### src/rtl/mix_round_sched.sv
// Serial sequencer for the 8-lane x 32-bit mixing datapath: one lane update per clock.
// Optional tail stage S7 is enabled by defining MIX_TAIL_EN (default build: 7 stages).
module mix_round_sched #(
  parameter int ROUNDS  = 1,
  parameter int ROUND_W = 8
) (
  input  logic               clk,
  input  logic               rst,
  input  logic               start,
  input  logic               ld_en,
  input  logic [2:0]         ld_idx,
  input  logic [31:0]        ld_data,
  input  logic [2:0]         rd_idx,
  output logic [31:0]        rd_data,
  output logic               busy,
  output logic               done,
  output logic [ROUND_W-1:0] round_cnt
);

  if (ROUNDS < 1) begin : g_chk_rounds
    $error("mix_round_sched: ROUNDS must be >= 1");
  end
  if (ROUND_W < 31 && (1 << ROUND_W) <= ROUNDS) begin : g_chk_round_w
    $error("mix_round_sched: ROUND_W too narrow for ROUNDS");
  end

`ifdef MIX_TAIL_EN
  localparam logic [2:0] LAST_STAGE = 3'd7;
`else
  localparam logic [2:0] LAST_STAGE = 3'd6;
`endif
  localparam logic [ROUND_W-1:0] LAST_ROUND = ROUND_W'(ROUNDS - 1);

  typedef enum logic [1:0] {IDLE, RUN, DONE} state_t;

  state_t       state, state_nx;
  logic [2:0]   stage;
  logic [2:0]   ptr;
  logic [31:0]  lane [8];
  logic [31:0]  cur, upd;
  logic [2:0]   im1, im2, ip1, ip2, ip3, ip4, ip5;
  logic         last_step;

  function automatic logic [31:0] m6(input logic [2:0] i);
    case (i)
      3'd0:    m6 = 32'd2;
      3'd1:    m6 = 32'd3;
      3'd2:    m6 = 32'd5;
      3'd3:    m6 = 32'd7;
      3'd4:    m6 = 32'd11;
      3'd5:    m6 = 32'd13;
      3'd6:    m6 = 32'd17;
      default: m6 = 32'd19;
    endcase
  endfunction

  function automatic logic [31:0] a6(input logic [2:0] i);
    case (i)
      3'd0:    a6 = 32'd3;
      3'd1:    a6 = 32'd5;
      3'd2:    a6 = 32'd7;
      3'd3:    a6 = 32'd11;
      3'd4:    a6 = 32'd13;
      3'd5:    a6 = 32'd17;
      3'd6:    a6 = 32'd19;
      default: a6 = 32'd23;
    endcase
  endfunction

`ifdef MIX_TAIL_EN
  function automatic logic [31:0] m7(input logic [2:0] i);
    case (i)
      3'd0:    m7 = 32'd2;
      3'd1:    m7 = 32'd3;
      3'd2:    m7 = 32'd3;
      3'd3:    m7 = 32'd3;
      3'd4:    m7 = 32'd5;
      3'd5:    m7 = 32'd13;
      3'd6:    m7 = 32'd35;
      default: m7 = 32'd87;
    endcase
  endfunction

  function automatic logic [31:0] a7(input logic [2:0] i);
    case (i)
      3'd0:    a7 = 32'd0;
      3'd1:    a7 = 32'd1;
      3'd2:    a7 = 32'd8;
      3'd3:    a7 = 32'd27;
      3'd4:    a7 = 32'd64;
      3'd5:    a7 = 32'd125;
      3'd6:    a7 = 32'd216;
      default: a7 = 32'd343;
    endcase
  endfunction
`endif

  // 3-bit neighbour indices wrap mod 8 on their own.
  assign im1 = ptr - 3'd1;
  assign im2 = ptr - 3'd2;
  assign ip1 = ptr + 3'd1;
  assign ip2 = ptr + 3'd2;
  assign ip3 = ptr + 3'd3;
  assign ip4 = ptr + 3'd4;
  assign ip5 = ptr + 3'd5;
  assign cur = lane[ptr];

  // NOTE: every always_comb output gets a default first so no latch is inferred.
  always_comb begin
    upd = cur;
    case (stage)
      3'd0: upd = cur + {29'd0, ptr};
      3'd1: upd = cur + lane[im1];
      3'd2: upd = cur + lane[ip1] - lane[ip5];
      3'd3: upd = cur ^ (lane[ip3] << 16);
      3'd4: upd = cur - (lane[ip2] >> 17) + (lane[ip4] >> 12);
      3'd5: upd = cur + lane[im1] - lane[im2];
      3'd6: upd = cur * m6(ptr) + a6(ptr);
`ifdef MIX_TAIL_EN
      3'd7: upd = cur * m7(ptr) + a7(ptr);
`endif
      default: upd = cur;
    endcase
  end

  assign last_step = (state == RUN) && (ptr == 3'd7) && (stage == LAST_STAGE)
                     && (round_cnt == LAST_ROUND);

  always_comb begin
    state_nx = state;
    case (state)
      IDLE:    if (start) state_nx = RUN;
      RUN:     if (last_step) state_nx = DONE;
      DONE:    state_nx = IDLE;
      default: state_nx = IDLE;
    endcase
  end

  // NOTE: sequential state uses non-blocking assignments so all registers update together.
  always_ff @(posedge clk) begin
    if (rst) state <= IDLE;
    else     state <= state_nx;
  end

  always_ff @(posedge clk) begin
    if (rst) begin
      stage     <= '0;
      ptr       <= '0;
      round_cnt <= '0;
      // NOTE: the lane file is reset element by element because its reset value is part of the function.
      for (int i = 0; i < 8; i++) lane[i] <= 32'(i);
    end else if (state == RUN) begin
      lane[ptr] <= upd;
      ptr       <= ptr + 3'd1;
      if (ptr == 3'd7) begin
        if (stage == LAST_STAGE) begin
          stage     <= '0;
          round_cnt <= round_cnt + ROUND_W'(1);
        end else begin
          stage <= stage + 3'd1;
        end
      end
    end else begin
      if (ld_en) lane[ld_idx] <= ld_data;
      if (state == IDLE && start) begin
        round_cnt <= '0;
        stage     <= '0;
        ptr       <= '0;
      end
    end
  end

  assign rd_data = lane[rd_idx];
  assign busy    = (state == RUN);
  assign done    = (state == DONE);

endmodule

### config.mk
export PLATFORM = sky130hd
export DESIGN_NAME = mix_round_sched
export DESIGN_NICKNAME = d
export VERILOG_FILES = /design/src/rtl/mix_round_sched.sv
export SDC_FILE = /design/constraint.sdc
export NUM_CORES = 2
export LEC_CHECK = 0
export ABC_AREA = 0
export CAP_MARGIN = 20
export CORE_MARGIN = 1
export CORE_UTILIZATION = 50
export DETAILED_ROUTE_END_ITERATION = 8
export HOLD_SLACK_MARGIN = 0.05
export PLACE_DENSITY = 0.69
export SLEW_MARGIN = 40
export SYNTH_ARGS = -nofsm -noshare
export SYNTH_HDL_FRONTEND = slang
export SYNTH_SLANG_ARGS = --single-unit
### constraint.sdc
create_clock -name clk -period 7.7 [get_ports clk]
set_clock_uncertainty 0.15 [all_clocks]
set_input_delay 1.155 -clock clk [delete_from_list [all_inputs] [get_ports clk]]
set_output_delay 1.155 -clock clk [all_outputs]
set_load 0.005 [all_outputs]
==> metrics.yaml <==
outcome:
  status: "finished clean"
worst_setup_path:
  ff2ff_path_depth: 31
  path_class: "reg -> reg"
  cp-end-kind: "flop"
  crit_arrival_ns: 7.54
  critPathMaxFanout: 13
  cp.required_ns: 7.85
  critical-path-max-stage-delay_ns: 0.58
  r2r-start: "ptr[0]"
  reg2reg_slack_ns: 0.31
  cp-startpoint: "ptr[0]"
  cp_top_family: "compound AO/OA/AOI/OAI gates"
  path_buf_inv: 7
  crit_top_cell: "buf_4"
  slowest_stage: "mux4_2"
  startpoint_type: "flop"
  r2r-end: "lane[7][30]"
cells_and_area:
  antenna_cells: 0
  final_area_mm2: 0.0408
  fin_util_pct: 56.7
  areaGrowthSynthToFinish_pct: 11.4
  layout.cells.non_filler: 4591
  fin_nets: 4021
  drive_above_1_share_pct: 23.2
clock_network:
  root_buffer: "clkbuf_16"
  cts_buffers: 31
  tritoncts: "yes"
  ctsHoldBuffers: 0
  cts.sinks: 275
  clk_pin_slew_worst_paths_ns: 0.06
  cts_max_path_buffers: 3
  clkLatencyLatePin_ns: 0.60
  cts-htree-levels: 1
logic_synthesis:
  synth_xor_area_share_pct: 4.51
  synth_commonest_cells: "nor2_1 (401), mux4_2 (358), edfxtp_1 (256), ha_1 (218), nand2_1 (198)"
  synth.distinct_cells: 98
  yosysTopAreaCell: "mux4_2"
  async_reset_ff_share_pct: 0
  ys_seq_area_share_pct: 22.0
  synth_top_family_by_area: "multiplexers"
  synthMuxAreaShare_pct: 28.9
  syn_area_per_cell_um2: 10.5
  synth-seq-cells: 275
  synth-simple-area-share_pct: 12.7
  post-synth-top-count-cell: "nor2_1"
  synth_top_area_share_pct: 22.0
  ys_top_cells_by_area: "mux4_2 (22%), edfxtp_1 (21%), fa_1 (7.6%)"
  ys.flop_type: "edfxtp_1"
  synth_edf_count: 256
  yosysWarningCount: 0
  synth_cells: 3483
  yosys.area_share.adder_pct: 15.1
  synth_compound_area_share_pct: 12.6
  synth_area_mm2: 0.0366
  synthesis.nets: 3882
detailed_routing:
  ant_nets: 0
  drtIter0Drc: 4441
  dr.pass1.iters: 6
  routed-via-count: 32200
  wirelength_um: 139000
  wl_per_cell_um: 30.4
  vias_per_cell: 7.01
  drc: 0
floorplanning:
  ios: 84
  die_w_um: 273
  core_area_mm2: 0.0720
  placementRows: 98
  die_area_mm2: 0.0743
  start_util_pct: 50.9
  die_h_um: 273
placed_design:
  io_buffer_count: 83
  gp_congestion: 1.06
  place_ws_ns: 0.278
  placed_area_mm2: 0.0397
  dp_hpwl_um: 105000
  place_inst: 4528
sta:
  worst_slack_ns: 0.313
  fin_crit_sh_pct: 95.9
  drv_slew: 0
  hold_viol_final: 0
  setup_violations: 0
  slew_headroom_pct: 34.3
  tightest_slew_ns: 0.958
  period_minus_slack_ns: 7.39
  tns_ns: 0
  max_freq_mhz: 135
global_route:
  grt_overflow: 0
  grt_usage_pct: 37.3
  busiest_layer: "met2"
  antenna_found_initial: 2
  grt_pass1_wl_um: 205000
  grt_pass1_vias: 30800
  grtUsageMet3_pct: 11.8
  grt_max_degree: 101
  grt_use_met1_pct: 52.0
  met2_usage_pct: 54.0
hold_path:
  whs_path_depth: 2
  whs_endpoint: "round_cnt[1]"
  worstHoldPathType: "reg -> reg"
  worstHoldStart: "round_cnt[1]"
power:
  powerDensity_mw_per_mm2: 210
  p_leak_nw: 15.6
  ir_worst_vdd_mv: 0.201
run:
  maxCapViolCount: 0
==> worst min-delay path, cell delays in order (launching register included) <==
cell      delay, ns
dfxtp_1        0.36
nand2b_1       0.08
a21oi_1        0.05
==> per-stage QoR <==
| stage | power, mW | hold slack (ns) |
|---|---|---|
| after detailed placement | 6.96 | 0.365 |
| after CTS | 8.38 | 0.377 |
| final | 8.57 | 0.387 |
| after global placement | 6.96 | 0.364 |
| after global routing | 8.98 | 0.432 |
| after floorplan | 5.23 | 0.349 |
==> area by class of cell <==
class                      count  area (um^2)
clock inverter                18          143
fill                        6174        31200
multi-input combinational   2829        27200
clock buffer                  34          787
sequential                   275         8090
inverter                     165          619
timing repair buffer         320         2720
tap                          950         1190
==> registers in the layout, summed over array words and instances (netlist names), named ones only <==
signal and cells:
state 2, lane 256, ptr 3, stage 3
round_cnt 8
==> per-layer routing <==
| metal | part of all wire, % | vias up |
|---|---|---|
| met2 | 42 | 2328 |
| met5 | 0.0072 | - |
| met3 | 15 | 376 |
| met4 | 4.7 | 2 |
| li1 | - | 13600 |
| met1 | 38 | 15900 |
==> power by group <==
part	internal, mW	total, mW	switching (mW)
clock network	0.791	1.41	0.621
logic	2.19	5.35	3.15
registers	1.71	1.81	0.105
==> repair_timing <==
action / CTS / global route
gates resized for setup: 0 / 12
buffers inserted: 0 / 11
endpoints found under the setup margin: 0 / 43
==> cells by family after synthesis <==
logic type,after synthesis
and+or+nand+nor,998
DFF,275
muxes,594
xor gates and xnor gates,187
AOI/OAI and AO/OA,693
adders and majority gates,357
buffers and inverters,379
==> worst max-delay path by stage <==
| stage | to | slack (ns) | cells past startpoint |
|---|---|---|---|
| after detailed placement | lane[7][30] | 0.28 | 29 |
| final | lane[7][30] | 0.31 | 31 |
| after global placement | lane[3][29] | 0.29 | 32 |
| after global routing | lane[2][28] | -0.02 | 30 |
| after floorplan | lane[0][30] | 0.05 | 32 |
| after CTS | lane[7][30] | 0.19 | 29 |
==> placed cells by master, fill, tap and decap left out, types with 22 or more instances in the layout <==
| master | n |
|---|---|
| clkdlybuf4s50_1 | 79 |
| mux2i_1 | 128 |
| ha_1 | 215 |
| o21ai_0 | 113 |
| nor3_1 | 133 |
| mux2_2 | 94 |
| inv_1 | 161 |
| a211oi_1 | 28 |
| a21oi_1 | 194 |
| mux4_2 | 358 |
| a21o_1 | 73 |
| nand2_1 | 198 |
| nor2b_1 | 23 |
| o21a_1 | 27 |
| nand2b_1 | 22 |
| nand3_1 | 65 |
| fa_1 | 139 |
| xor2_1 | 58 |
| clkbuf_16 | 31 |
| buf_4 | 225 |
| o22ai_1 | 28 |
| a221oi_1 | 25 |
| nor3b_1 | 25 |
| edfxtp_1 | 256 |
| nor2_1 | 400 |
| xnor2_1 | 124 |
Note: power is estimated with default switching activity, not from simulation.
